<file path="config.mk">
export PLATFORM = sky130hd
export DESIGN_NAME = seven_seg_scanner
export DESIGN_NICKNAME = d
export VERILOG_FILES = /design/src/rtl/seven_seg_scanner.sv
export SDC_FILE = /design/constraint.sdc
export NUM_CORES = 1
export LEC_CHECK = 0
export CORE_MARGIN = 3
export CORE_UTILIZATION = 40
export CTS_CLUSTER_DIAMETER = 120
export DETAILED_ROUTE_END_ITERATION = 16
export PLACE_DENSITY_LB_ADDON = 0.15
export SLEW_MARGIN = 20
export SYNTH_ARGS = -nofsm -noshare
export SYNTH_HDL_FRONTEND = slang
export SYNTH_SLANG_ARGS = --single-unit
export TNS_END_PERCENT = 50
</file>
<file path="constraint.sdc">
create_clock -name clk -period 2.6 [get_ports clk]
set_input_delay 0.52 -clock clk [delete_from_list [all_inputs] [get_ports clk]]
set_output_delay 0.52 -clock clk [all_outputs]
set_load 0.02 [all_outputs]
</file>
<file path="src/rtl/seven_seg_scanner.sv">
// seven_seg_scanner: double-buffered time-multiplexed scan driver for a common-anode 7-segment display
module seven_seg_scanner #(
  parameter int NUM_DIGITS  = 8,
  parameter int REFRESH_DIV = 100000,
  parameter int DEAD_CYCLES = 4
) (
  input  logic                          clk,
  input  logic                          rst_n,
  input  logic [4*NUM_DIGITS-1:0]       value_i,
  input  logic [NUM_DIGITS-1:0]         dp_i,
  input  logic [NUM_DIGITS-1:0]         blank_i,
  input  logic                          lzb_en_i,
  input  logic                          load_i,
  output logic [3:0]                    hex_o,
  output logic [NUM_DIGITS-1:0]         an_o,
  output logic                          dp_o,
  output logic [$clog2(NUM_DIGITS)-1:0] digit_idx_o,
  output logic                          frame_o
);
  localparam int IW = $clog2(NUM_DIGITS);
  localparam int CW = $clog2(REFRESH_DIV);
  logic [CW-1:0]           cnt;
  logic [IW-1:0]           idx;
  logic                    tc;
  logic                    boundary;
  logic [4*NUM_DIGITS-1:0] pend_val;
  logic [4*NUM_DIGITS-1:0] act_val;
  logic [NUM_DIGITS-1:0]   pend_dp;
  logic [NUM_DIGITS-1:0]   pend_blank;
  logic [NUM_DIGITS-1:0]   act_dp;
  logic [NUM_DIGITS-1:0]   act_blank;
  logic                    pend_vld;
  logic [NUM_DIGITS-1:0]   lz;
  logic                    off;
  logic                    on;
  assign tc       = cnt == CW'(REFRESH_DIV - 1);
  assign boundary = tc && idx == IW'(NUM_DIGITS - 1);
  // slot divider and digit index; idx wraps to 0 at the frame boundary
  always_ff @(posedge clk or negedge rst_n) begin
    if (!rst_n) begin
      cnt <= '0;
      idx <= '0;
    end else begin
      cnt <= tc ? '0 : cnt + 1'b1;
      if (tc) idx <= boundary ? '0 : idx + 1'b1;
    end
  end
  // pending/active double buffer; active only changes at a frame boundary
  always_ff @(posedge clk or negedge rst_n) begin
    if (!rst_n) begin
      pend_val   <= '0;
      pend_dp    <= '0;
      pend_blank <= '0;
      pend_vld   <= 1'b0;
      act_val    <= '0;
      act_dp     <= '0;
      act_blank  <= '0;
    end else begin
      if (load_i) begin
        pend_val   <= value_i;
        pend_dp    <= dp_i;
        pend_blank <= blank_i;
      end
      if (boundary) begin
        pend_vld <= 1'b0;
        if (load_i) begin
          act_val   <= value_i;
          act_dp    <= dp_i;
          act_blank <= blank_i;
        end else if (pend_vld) begin
          act_val   <= pend_val;
          act_dp    <= pend_dp;
          act_blank <= pend_blank;
        end
      end else if (load_i) begin
        pend_vld <= 1'b1;
      end
    end
  end
  // digit k is a leading zero when it and every digit above it are zero; digit 0 never is
  always_comb begin
    lz = '0;
    for (int k = 1; k < NUM_DIGITS; k++) lz[k] = (act_val >> (4 * k)) == '0;
    off = act_blank[idx] | (lzb_en_i & lz[idx]);
    on  = (cnt >= CW'(DEAD_CYCLES)) & ~off;
  end
  // registered output stage, one cycle behind cnt/idx
  always_ff @(posedge clk or negedge rst_n) begin
    if (!rst_n) begin
      hex_o       <= '0;
      an_o        <= '1;
      dp_o        <= 1'b1;
      digit_idx_o <= '0;
      frame_o     <= 1'b0;
    end else begin
      hex_o       <= act_val[4*idx +: 4];
      an_o        <= on ? ~(NUM_DIGITS'(1) << idx) : '1;
      dp_o        <= ~(on & act_dp[idx]);
      digit_idx_o <= idx;
      frame_o     <= boundary;
    end
  end
endmodule

</file>
==> results.json, run 1 <==
{
  "vias_per_cell": 5.02,
  "synth.most_common_cell": "dfrtp_1",
  "final_max_slew_violation_count": 0,
  "net_count_of_the_mapped_netlist": 443,
  "global_route.peak_usage_layer": "met2",
  "dpl.hpwl_um": 7570,
  "diodes": 0,
  "yosysWarningCount": 0,
  "status": "completed",
  "post_drt_wl_per_cell_um": 17.0,
  "cts.repair.resized": 0,
  "skew_ns": 0.00994,
  "report.power.total_mw": 4.96,
  "reg2reg_depth": 6,
  "dp_worst_setup_slack_ns": 0.388,
  "setup_crit_path_kind": "register to register",
  "reg2reg_setup_slack_ns": 0.36,
  "holdWs_ns": 0.225,
  "drt_wl_total_um": 11100,
  "grt_met1_usage_pct": 20.6,
  "critical_path.reg2reg.endpoint": "act_val[20]",
  "grt_pass1_vias": 3564,
  "gp_congestion": 0.871,
  "gr_layer_usage_met3_pct": 4.31,
  "synth.cells.most_frequent": "dfrtp_1 (125), mux2_2 (78), nand2_1 (25)",
  "achievable-frequency_mhz": 447,
  "grt_overflow_total": 0,
  "worst_skew_pair.late_latency_ns": 0.42,
  "power_leakage_nw": 3.18,
  "cts_max_level": 4,
  "global_route.usage.total_pct": 15.2,
  "drtAntennaViolNets": 0,
  "period_share_pct": 86.1,
  "max_cap_violations": 0,
  "post-route-worst-setup-slack_ns": 0.361,
  "initial_antenna_violation_count": 0,
  "power_per_cell_area_mw_per_mm2": 686,
  "cts-root-to-sink-buffers": 2,
  "worst_ep_arrival_time_ns": 2.54,
  "max_slew_margin_pct": 53.9,
  "fin_tns_setup_ns": 0,
  "synth_top_cell_by_area": "dfrtp_1",
  "critPathMaxFanout": 48,
  "placed_cells": 624,
  "fraction_of_final_layout_cells_with_drive_strength_greater_than_1_pct": 34.9,
  "holdBufCountCts": 0,
  "cts-buffers-inserted": 17,
  "ioPinCount": 69,
  "synth_edf_count": 0,
  "tritoncts_clock_tree": "done",
  "hold_class": "input port to asynchronous set/reset pin",
  "cp-end-kind": "register",
  "fin_crit_ns": 2.24,
  "layout.nets": 523,
  "area_growth_pct": 26.4,
  "clk_transition_reported_paths_ns": 0.06,
  "chipWidth_um": 126,
  "netlist.area_leader.share_pct": 54.7,
  "postPlaceCellArea_sq_mm": 0.00660,
  "tightest_slew_ns": 0.691,
  "layout.core_utilization_pct": 51.9,
  "synth.yosys.seq_area_share_pct": 58.8,
  "drt_pre_antenna_iters": 4,
  "vdd.ir_drop.worst_mv": 0.426,
  "grt_pass1_wl_um": 18700,
  "synth_top_cells_by_area": "dfrtp_1 (55%), mux2_2 (15%), mux2_4 (5.2%)",
  "async_flop_share_pct": 100,
  "fin_area_sq_mm": 0.00723,
  "synth-main-ff-cell": "dfrtp_1",
  "r2r_start": "cnt[0]",
  "initial_utilization_pct": 41.1,
  "grt_setup_unrepaired": "false",
  "core_area_sq_mm": 0.0139,
  "synth_area_per_cell_sq_um": 14.9,
  "setup_viol": 0,
  "cp.required_ns": 2.90,
  "finalHoldViolations": 0,
  "netlist_area_sq_mm": 0.00572,
  "postSynthRegisterBits": 134,
  "num_vias": 3290,
  "layout.cells.non_filler": 656,
  "placement.io_buffers": 68,
  "drt_drc_violations_left": 0,
  "pin_count_of_the_biggest_net_entering_global_routing": 135,
  "clock_sinks": 134,
  "die-area_sq_mm": 0.0158,
  "clock-root-buffer": "clkbuf_16",
  "drt_first_iter_violations": 209,
  "setup.worst_path.start_class": "register",
  "post_cts.repair.setup_buffers": 0,
  "netlist-cell-type-count": 38,
  "grt.met2_usage_pct": 22.9,
  "core.rowCount": 43,
  "postSynthCellCount": 383,
  "die-height_um": 126
}
[area by class of cell]
| class | instances | area (sq um) |
|---|---|---|
| fillers | 1191 | 6700 |
| flip-flops and latches | 134 | 3360 |
| multi-input cells | 228 | 2230 |
| repair buffers | 77 | 766 |
| clock buffers | 19 | 453 |
| well taps | 180 | 225 |
| clock inverters | 13 | 179 |
| inverters | 5 | 18.8 |
[flip-flops by register name, summed over array words and instances (netlist names), 8 cells and up]
signal      cells
an_o            8
pend_blank      8
act_blank       8
pend_dp         8
cnt            17
pend_val       32
act_dp          8
act_val        32
[power by group]
part	internal, mW	switching [mW]	total, mW
clock network	1.65	0.888	2.53
logic	0.140	0.110	0.249
registers	2.16	0.0167	2.18
total	3.95	1.01	4.96
[logic make-up (layout without fill, tap and decap cells)]
logic type                 after synthesis  after routing  synth area share (%)
DFF                                    134            134                  58.8
muxes                                  112            112                  25.7
and+or+nand+nor                         76             76                  6.95
buffers and inverters                   21            114                  2.30
AOI/OAI and AO/OA                       19             19                  2.54
xor gates and xnor gates                13             13                  1.99
adders and majority gates                8              8                  1.75
[how the worst max path moves through the flow]
| stage | from | endpoint | cells past startpoint |
|---|---|---|---|
| 6_report | cnt[0] | act_val[20] | 6 |
| 3_3_place_gp | act_val[26] | an_o[0] | 4 |
| 4_1_cts | cnt[0] | act_val[20] | 6 |
| 2_1_floorplan | cnt[0] | act_dp[4] | 7 |
| 3_5_place_dp | cnt[0] | act_val[20] | 6 |
| 5_1_grt | cnt[0] | act_val[22] | 6 |
[worst max-delay path, stage by stage, from the launching register on]
cell	delay [ns]
dfrtp_1	0.40
ha_1	0.21
and4_1	0.32
nand2_2	0.13
nor4_4	0.32
buf_12	0.31
mux2_2	0.38
[cells in the final DEF (no fill, tap or decap), types with 5 or more instances in the layout]
cell type        synthesis  layout
buf_4                    2       8
clkbuf_16                0      17
clkdlybuf4s50_1          0      66
dfrtp_1                125     125
dfstp_2                  9       9
ha_1                     8       8
inv_1                    5       5
mux2_2                  78      78
mux2_4                  20      20
mux4_2                  12      12
nand2_1                 25      25
nand3_1                 11      11
nor2_1                  11      11
nor3_1                   5       5
nor4_1                   9       9
o311ai_0                 6       6
xnor2_1                  7       7
xor2_1                   6       6
[metal layers]
| metal | share of wire [%] | wire length, um |
|---|---|---|
| met1 | 48 | 5350 |
| met2 | 46 | 5110 |
| met3 | 4.2 | 468 |
| met4 | 1.9 | 206 |
| met5 | 0 | 0 |
(Power assumes the default switching activity.)
==> run 2: changes to the inputs <==
- HOLD_SLACK_MARGIN: unset -> 0.02
- clock period: 2.6 -> 2.8 ns (I/O delays scaled with it)
==> run 2 against run 1 <==
Net effect: setup slack gained 0.18 ns; global-route usage shrank 0.37 points; critical path type unchanged; largest cell class unchanged; non-clock buffer count grew 2; via count is essentially flat; sequential share of layout area shrank 0.47 points; utilization grew 0.53 points.
==> results.json, run 2 (synthesized netlist as in run 1, its figures left out) <==
{
  "grt_pass1_wl_um": 18400,
  "post_drt_wl_per_cell_um": 16.4,
  "drt_first_iter_violations": 184,
  "power_per_cell_area_mw_per_mm2": 666,
  "final_max_slew_violation_count": 0,
  "dp_worst_setup_slack_ns": 0.527,
  "die-height_um": 126,
  "drtAntennaViolNets": 0,
  "most-common-layout-cells": "dfrtp_1 (125), mux2_2 (78), clkdlybuf4s50_1 (66), nand2_1 (25), mux2_4 (20)",
  "cts-root-to-sink-buffers": 2,
  "placement.io_buffers": 68,
  "drt_drc_violations_left": 0,
  "finalHoldViolations": 0,
  "fraction_of_final_layout_cells_with_drive_strength_greater_than_1_pct": 35.1,
  "diodes": 0,
  "power_leakage_nw": 3.22,
  "clock-root-buffer": "clkbuf_16",
  "biggestRegsByFlops": "act_val: 32 flops, pend_val: 32 flops, cnt: 17 flops",
  "critPathMaxFanout": 23,
  "combPwrFrac_pct": 4.8,
  "fin_tns_setup_ns": 0,
  "num_vias": 3291,
  "initial_antenna_violation_count": 0,
  "n_fill_cell": 1200,
  "report.power.total_mw": 4.86,
  "postPlaceCellArea_sq_mm": 0.00660,
  "grt_overflow_total": 0,
  "post-route-worst-setup-slack_ns": 0.543,
  "layout.nets": 525,
  "cp-end-kind": "register",
  "cts_max_level": 4,
  "worst_skew_pair.late_latency_ns": 0.41,
  "power_switching_uw": 923,
  "critical_path.reg2reg.endpoint": "act_val[23]",
  "area_growth_pct": 27.7,
  "pin_count_of_the_biggest_net_entering_global_routing": 67,
  "global_route.usage.total_pct": 14.9,
  "setup_crit_path_kind": "register to register",
  "drt_wl_total_um": 10800,
  "cts.repair.resized": 0,
  "switching_share_pct": 19.0,
  "drt_pre_antenna_iters": 4,
  "grt_setup_unrepaired": "false",
  "ioPinCount": 69,
  "initial_utilization_pct": 41.1,
  "r2r_start": "cnt[0]",
  "cp_cell_sequence": "ha_1 -> and4_1 -> nand2_2 -> nor4_4 -> buf_4 -> mux2_2",
  "critPathMaxStageDelay_ns": 0.40,
  "p_int_mw": 3.94,
  "core_area_sq_mm": 0.0139,
  "holdBufCountCts": 0,
  "clk_transition_reported_paths_ns": 0.05,
  "status": "completed",
  "core.rowCount": 43,
  "dpl.hpwl_um": 7630,
  "share_seq_of_total_power_pct": 41.6,
  "fin_crit_ns": 2.26,
  "hold_class": "input port to asynchronous set/reset pin",
  "cts-buffers-inserted": 17,
  "vias_per_cell": 5.00,
  "tightest_slew_ns": 0.590,
  "max_slew_margin_pct": 60.3,
  "most_common_cell_after_layout_fill_and_taps_aside": "dfrtp_1",
  "vdd.ir_drop.worst_mv": 0.468,
  "worst_ep_arrival_time_ns": 2.55,
  "setup.worst_path.start_class": "register",
  "period_share_pct": 80.6,
  "fin_area_sq_mm": 0.00731,
  "skew_ns": 0.00659,
  "reg2reg_setup_slack_ns": 0.54,
  "die-area_sq_mm": 0.0158,
  "reg2reg_depth": 6,
  "critical_path_buf_inv_count": 1,
  "max_cap_violations": 0,
  "holdWs_ns": 0.116,
  "critical_path.top_delay_family": "simple AND/OR/NAND/NOR gates",
  "chipWidth_um": 126,
  "cpMaxStageDelayCell": "buf_4",
  "gp_congestion": 0.812,
  "setup_viol": 0,
  "grt_pass1_vias": 3498,
  "cp.required_ns": 3.09,
  "achievable-frequency_mhz": 443,
  "clock_sinks": 134,
  "post_cts.repair.setup_buffers": 0,
  "tritoncts_clock_tree": "done",
  "power_frac_clock_pct": 53.6
}
==> run 2: cell type report <==
| cell class | count | area [sq um] | area share (%) |
|---|---|---|---|
| Sequential cell | 134 | 3360 | 46.1 |
| Multi-Input combinational cell | 228 | 2230 | 30.5 |
| Timing Repair Buffer | 79 | 768 | 10.5 |
| Clock buffer | 19 | 453 | 6.20 |
| Clock inverter | 13 | 250 | 3.43 |
| Tap cell | 180 | 225 | 3.08 |
| Inverter | 5 | 18.8 | 0.257 |
==> run 2: layer usage <==
layer / up-vias / global-route usage (%) / wire length (um)
li1: 1558 / - / -
met1: 1644 / 20.8 / 5140
met2: 78 / 22.0 / 4970
met3: 11 / 4.78 / 570
met4: 0 / 4.91 / 135
met5: - / 0 / 0
==> run 2: worst max-delay path by stage <==
stage	start	endpoint	slack, ns	depth (start not counted)
2_1_floorplan	cnt[0]	act_dp[4]	0.78	7
3_3_place_gp	cnt[0]	act_val[23]	0.58	6
3_5_place_dp	cnt[0]	act_val[23]	0.53	6
4_1_cts	cnt[0]	act_val[23]	0.51	6
5_1_grt	cnt[0]	act_val[18]	0.36	6
6_report	cnt[0]	act_val[23]	0.54	6
==> run 2: power by group through the flow <==
stage,clock (mW),combinational (mW),sequential (mW)
5_1_grt,2.75,0.260,2.03
2_1_floorplan,0,0.0982,2.05
3_3_place_gp,0,0.236,2.05
6_report,2.61,0.233,2.02
3_5_place_dp,0,0.239,2.06
4_1_cts,2.65,0.241,2.02
==> run 2: worst reg2reg max path: cells and delay by family, from the launching register on <==
family / cells / cell delay, ns
AND/OR/NAND/NOR: 3 / 0.74
adder cells (fa/ha/maj): 1 / 0.21
multiplexers: 1 / 0.40
buffers and inverters: 1 / 0.40
flip-flops: 1 / 0.39
==> run 2: stage by stage <==
step                      std cells  util [%]
after floorplan                 383         -
after global placement          626      47.4
after detailed placement        626      47.4
after CTS                       658      52.4
after global routing            658      52.4
final                           658      52.4
==> run 3: changes to the inputs <==
- clock period: 2.8 -> 2.2 ns (I/O delays scaled with it)
==> run 3 against run 2 <==
Net effect: sequential power is 27% higher; maximum frequency rose by 6.5%; count of clock-buffer cells in the layout up 5; hold slack better by 0.022 ns; setup slack lost 0.46 ns; via count is 2.3% higher; critical path type unchanged.
==> results.json, run 3 (synthesized netlist as in run 1, its figures left out) <==
{
  "ioPinCount": 69,
  "pin_count_of_the_biggest_net_entering_global_routing": 135,
  "cts-root-to-sink-buffers": 2,
  "diodes": 0,
  "layout.cells.non_filler": 667,
  "core.rowCount": 43,
  "clk_transition_reported_paths_ns": 0.06,
  "drt_first_iter_violations": 265,
  "drt_drc_violations_left": 0,
  "achievable-frequency_mhz": 472,
  "initial_utilization_pct": 41.1,
  "most_common_cell_after_layout_fill_and_taps_aside": "dfrtp_1",
  "power_per_cell_area_mw_per_mm2": 788,
  "setup.worst_path.start_class": "register",
  "chipWidth_um": 126,
  "status": "completed",
  "cp-end-kind": "register",
  "die-area_sq_mm": 0.0158,
  "cp_cell_sequence": "ha_1 -> and4_1 -> nand2_2 -> nor4_4 -> buf_4 -> buf_6 -> mux2_4",
  "most-common-layout-cells": "dfrtp_1 (125), mux2_2 (78), clkdlybuf4s50_1 (66), nand2_1 (25), mux2_4 (20)",
  "setup_viol": 0,
  "drt_pre_antenna_iters": 5,
  "r2r_start": "cnt[0]",
  "global_route.usage.total_pct": 15.1,
  "max_slew_margin_pct": 53.9,
  "fin_area_sq_mm": 0.00731,
  "grt_pass1_vias": 3533,
  "cts-buffers-inserted": 17,
  "layout.core_utilization_pct": 52.4,
  "report.power.total_mw": 5.76,
  "placement.io_buffers": 68,
  "core_area_sq_mm": 0.0139,
  "worst_ep_arrival_time_ns": 2.41,
  "critPathMaxStageDelay_ns": 0.40,
  "power_leakage_nw": 3.24,
  "cts_max_level": 4,
  "timing.critical_path.from": "cnt[0]",
  "critPathMaxFanout": 16,
  "tightest_slew_ns": 0.691,
  "hold_class": "input port to asynchronous set/reset pin",
  "reg2reg_depth": 7,
  "cpMaxStageDelayCell": "dfrtp_1",
  "clock-root-buffer": "clkbuf_16",
  "drt_wl_total_um": 11100,
  "grt_overflow_total": 0,
  "skew_ns": 0.0135,
  "tritoncts_clock_tree": "done",
  "worst_skew_pair.late_latency_ns": 0.42,
  "dpl.hpwl_um": 7580,
  "vias_per_cell": 5.05,
  "grt_pass1_wl_um": 18500,
  "post_drt_wl_per_cell_um": 16.6,
  "drtAntennaViolNets": 0,
  "fin_crit_ns": 2.12,
  "num_vias": 3366,
  "postPlaceCellArea_sq_mm": 0.00667,
  "finalHoldViolations": 0,
  "area_growth_pct": 27.7,
  "clock_sinks": 134,
  "critical_path.reg2reg.endpoint": "act_val[8]",
  "initial_antenna_violation_count": 0,
  "placed_cells": 633,
  "period_share_pct": 96.3,
  "cp.required_ns": 2.49,
  "fraction_of_final_layout_cells_with_drive_strength_greater_than_1_pct": 35.7,
  "reg2reg_setup_slack_ns": 0.08,
  "gp_congestion": 0.800,
  "layout.nets": 534,
  "die-height_um": 126,
  "setup_crit_path_kind": "register to register",
  "vdd.ir_drop.worst_mv": 0.528,
  "max_cap_violations": 0,
  "grt_setup_unrepaired": "true",
  "biggestRegsByFlops": "act_val: 32 flops, pend_val: 32 flops, cnt: 17 flops",
  "holdWs_ns": 0.138,
  "final_max_slew_violation_count": 0
}
## run 3: changes by cell type in the layout (fill, tap and decap cells not counted), sizes merged
cell,before,now
buf,13,21
clkbuf,19,25
bufinv,7,3
clkinvlp,4,2
clkinv,2,3
## run 3: final cells by class
type                            instances  area [sq um]
Multi-Input combinational cell        228          2230
Inverter                                5          18.8
Tap cell                              180           225
Timing Repair Buffer                   88           861
Clock inverter                          8           120
Sequential cell                       134          3360
Clock buffer                           24           492
Fill cell                            1174          6630
## run 3: worst max-delay path by stage
stage | end | slack [ns]
2_1_floorplan | act_dp[4] | 0.18
3_3_place_gp | act_dp[7] | 0.11
3_5_place_dp | act_blank[3] | 0.06
4_1_cts | act_blank[3] | 0.03
5_1_grt | act_val[8] | -0.01
6_report | act_val[8] | 0.08
## run 3: critical path, delay by kind of cell (launching register included)
family	cells	cell delay, ns
buffers and inverters	2	0.43
adder cells (fa/ha/maj)	1	0.23
AND/OR/NAND/NOR	3	0.61
multiplexers	1	0.32
flip-flops	1	0.40
## run 3: timing repair
item | 4_1_cts | 5_1_grt
setup buffers | 0 | 1
gates resized for setup | 0 | 3
hold buffers | 0 | 0
setup endpoints to repair | 0 | 32
## run 3: where the power goes
part,leakage (nW),internal (mW),switching [mW]
clock network,0.296,1.89,0.994
registers,1.71,2.55,0.0195
logic,1.23,0.165,0.128
## run 3: metrics by stage
step / setup TNS, ns / setup WS, ns
final: 0 / 0.0806
after floorplan: 0 / 0.184
after global placement: 0 / 0.107
after global routing: -0.0364 / -0.0103
after CTS: 0 / 0.0315
after detailed placement: 0 / 0.0633
## run 3: routing by layer
layer | wire length (um) | GRT usage, % | share of wire (%)
met1 | 5290 | 20.7 | 48
met2 | 4960 | 22.0 | 45
met3 | 619 | 5.17 | 5.6
met4 | 223 | 6.44 | 2.0
met5 | 0 | 0 | 0
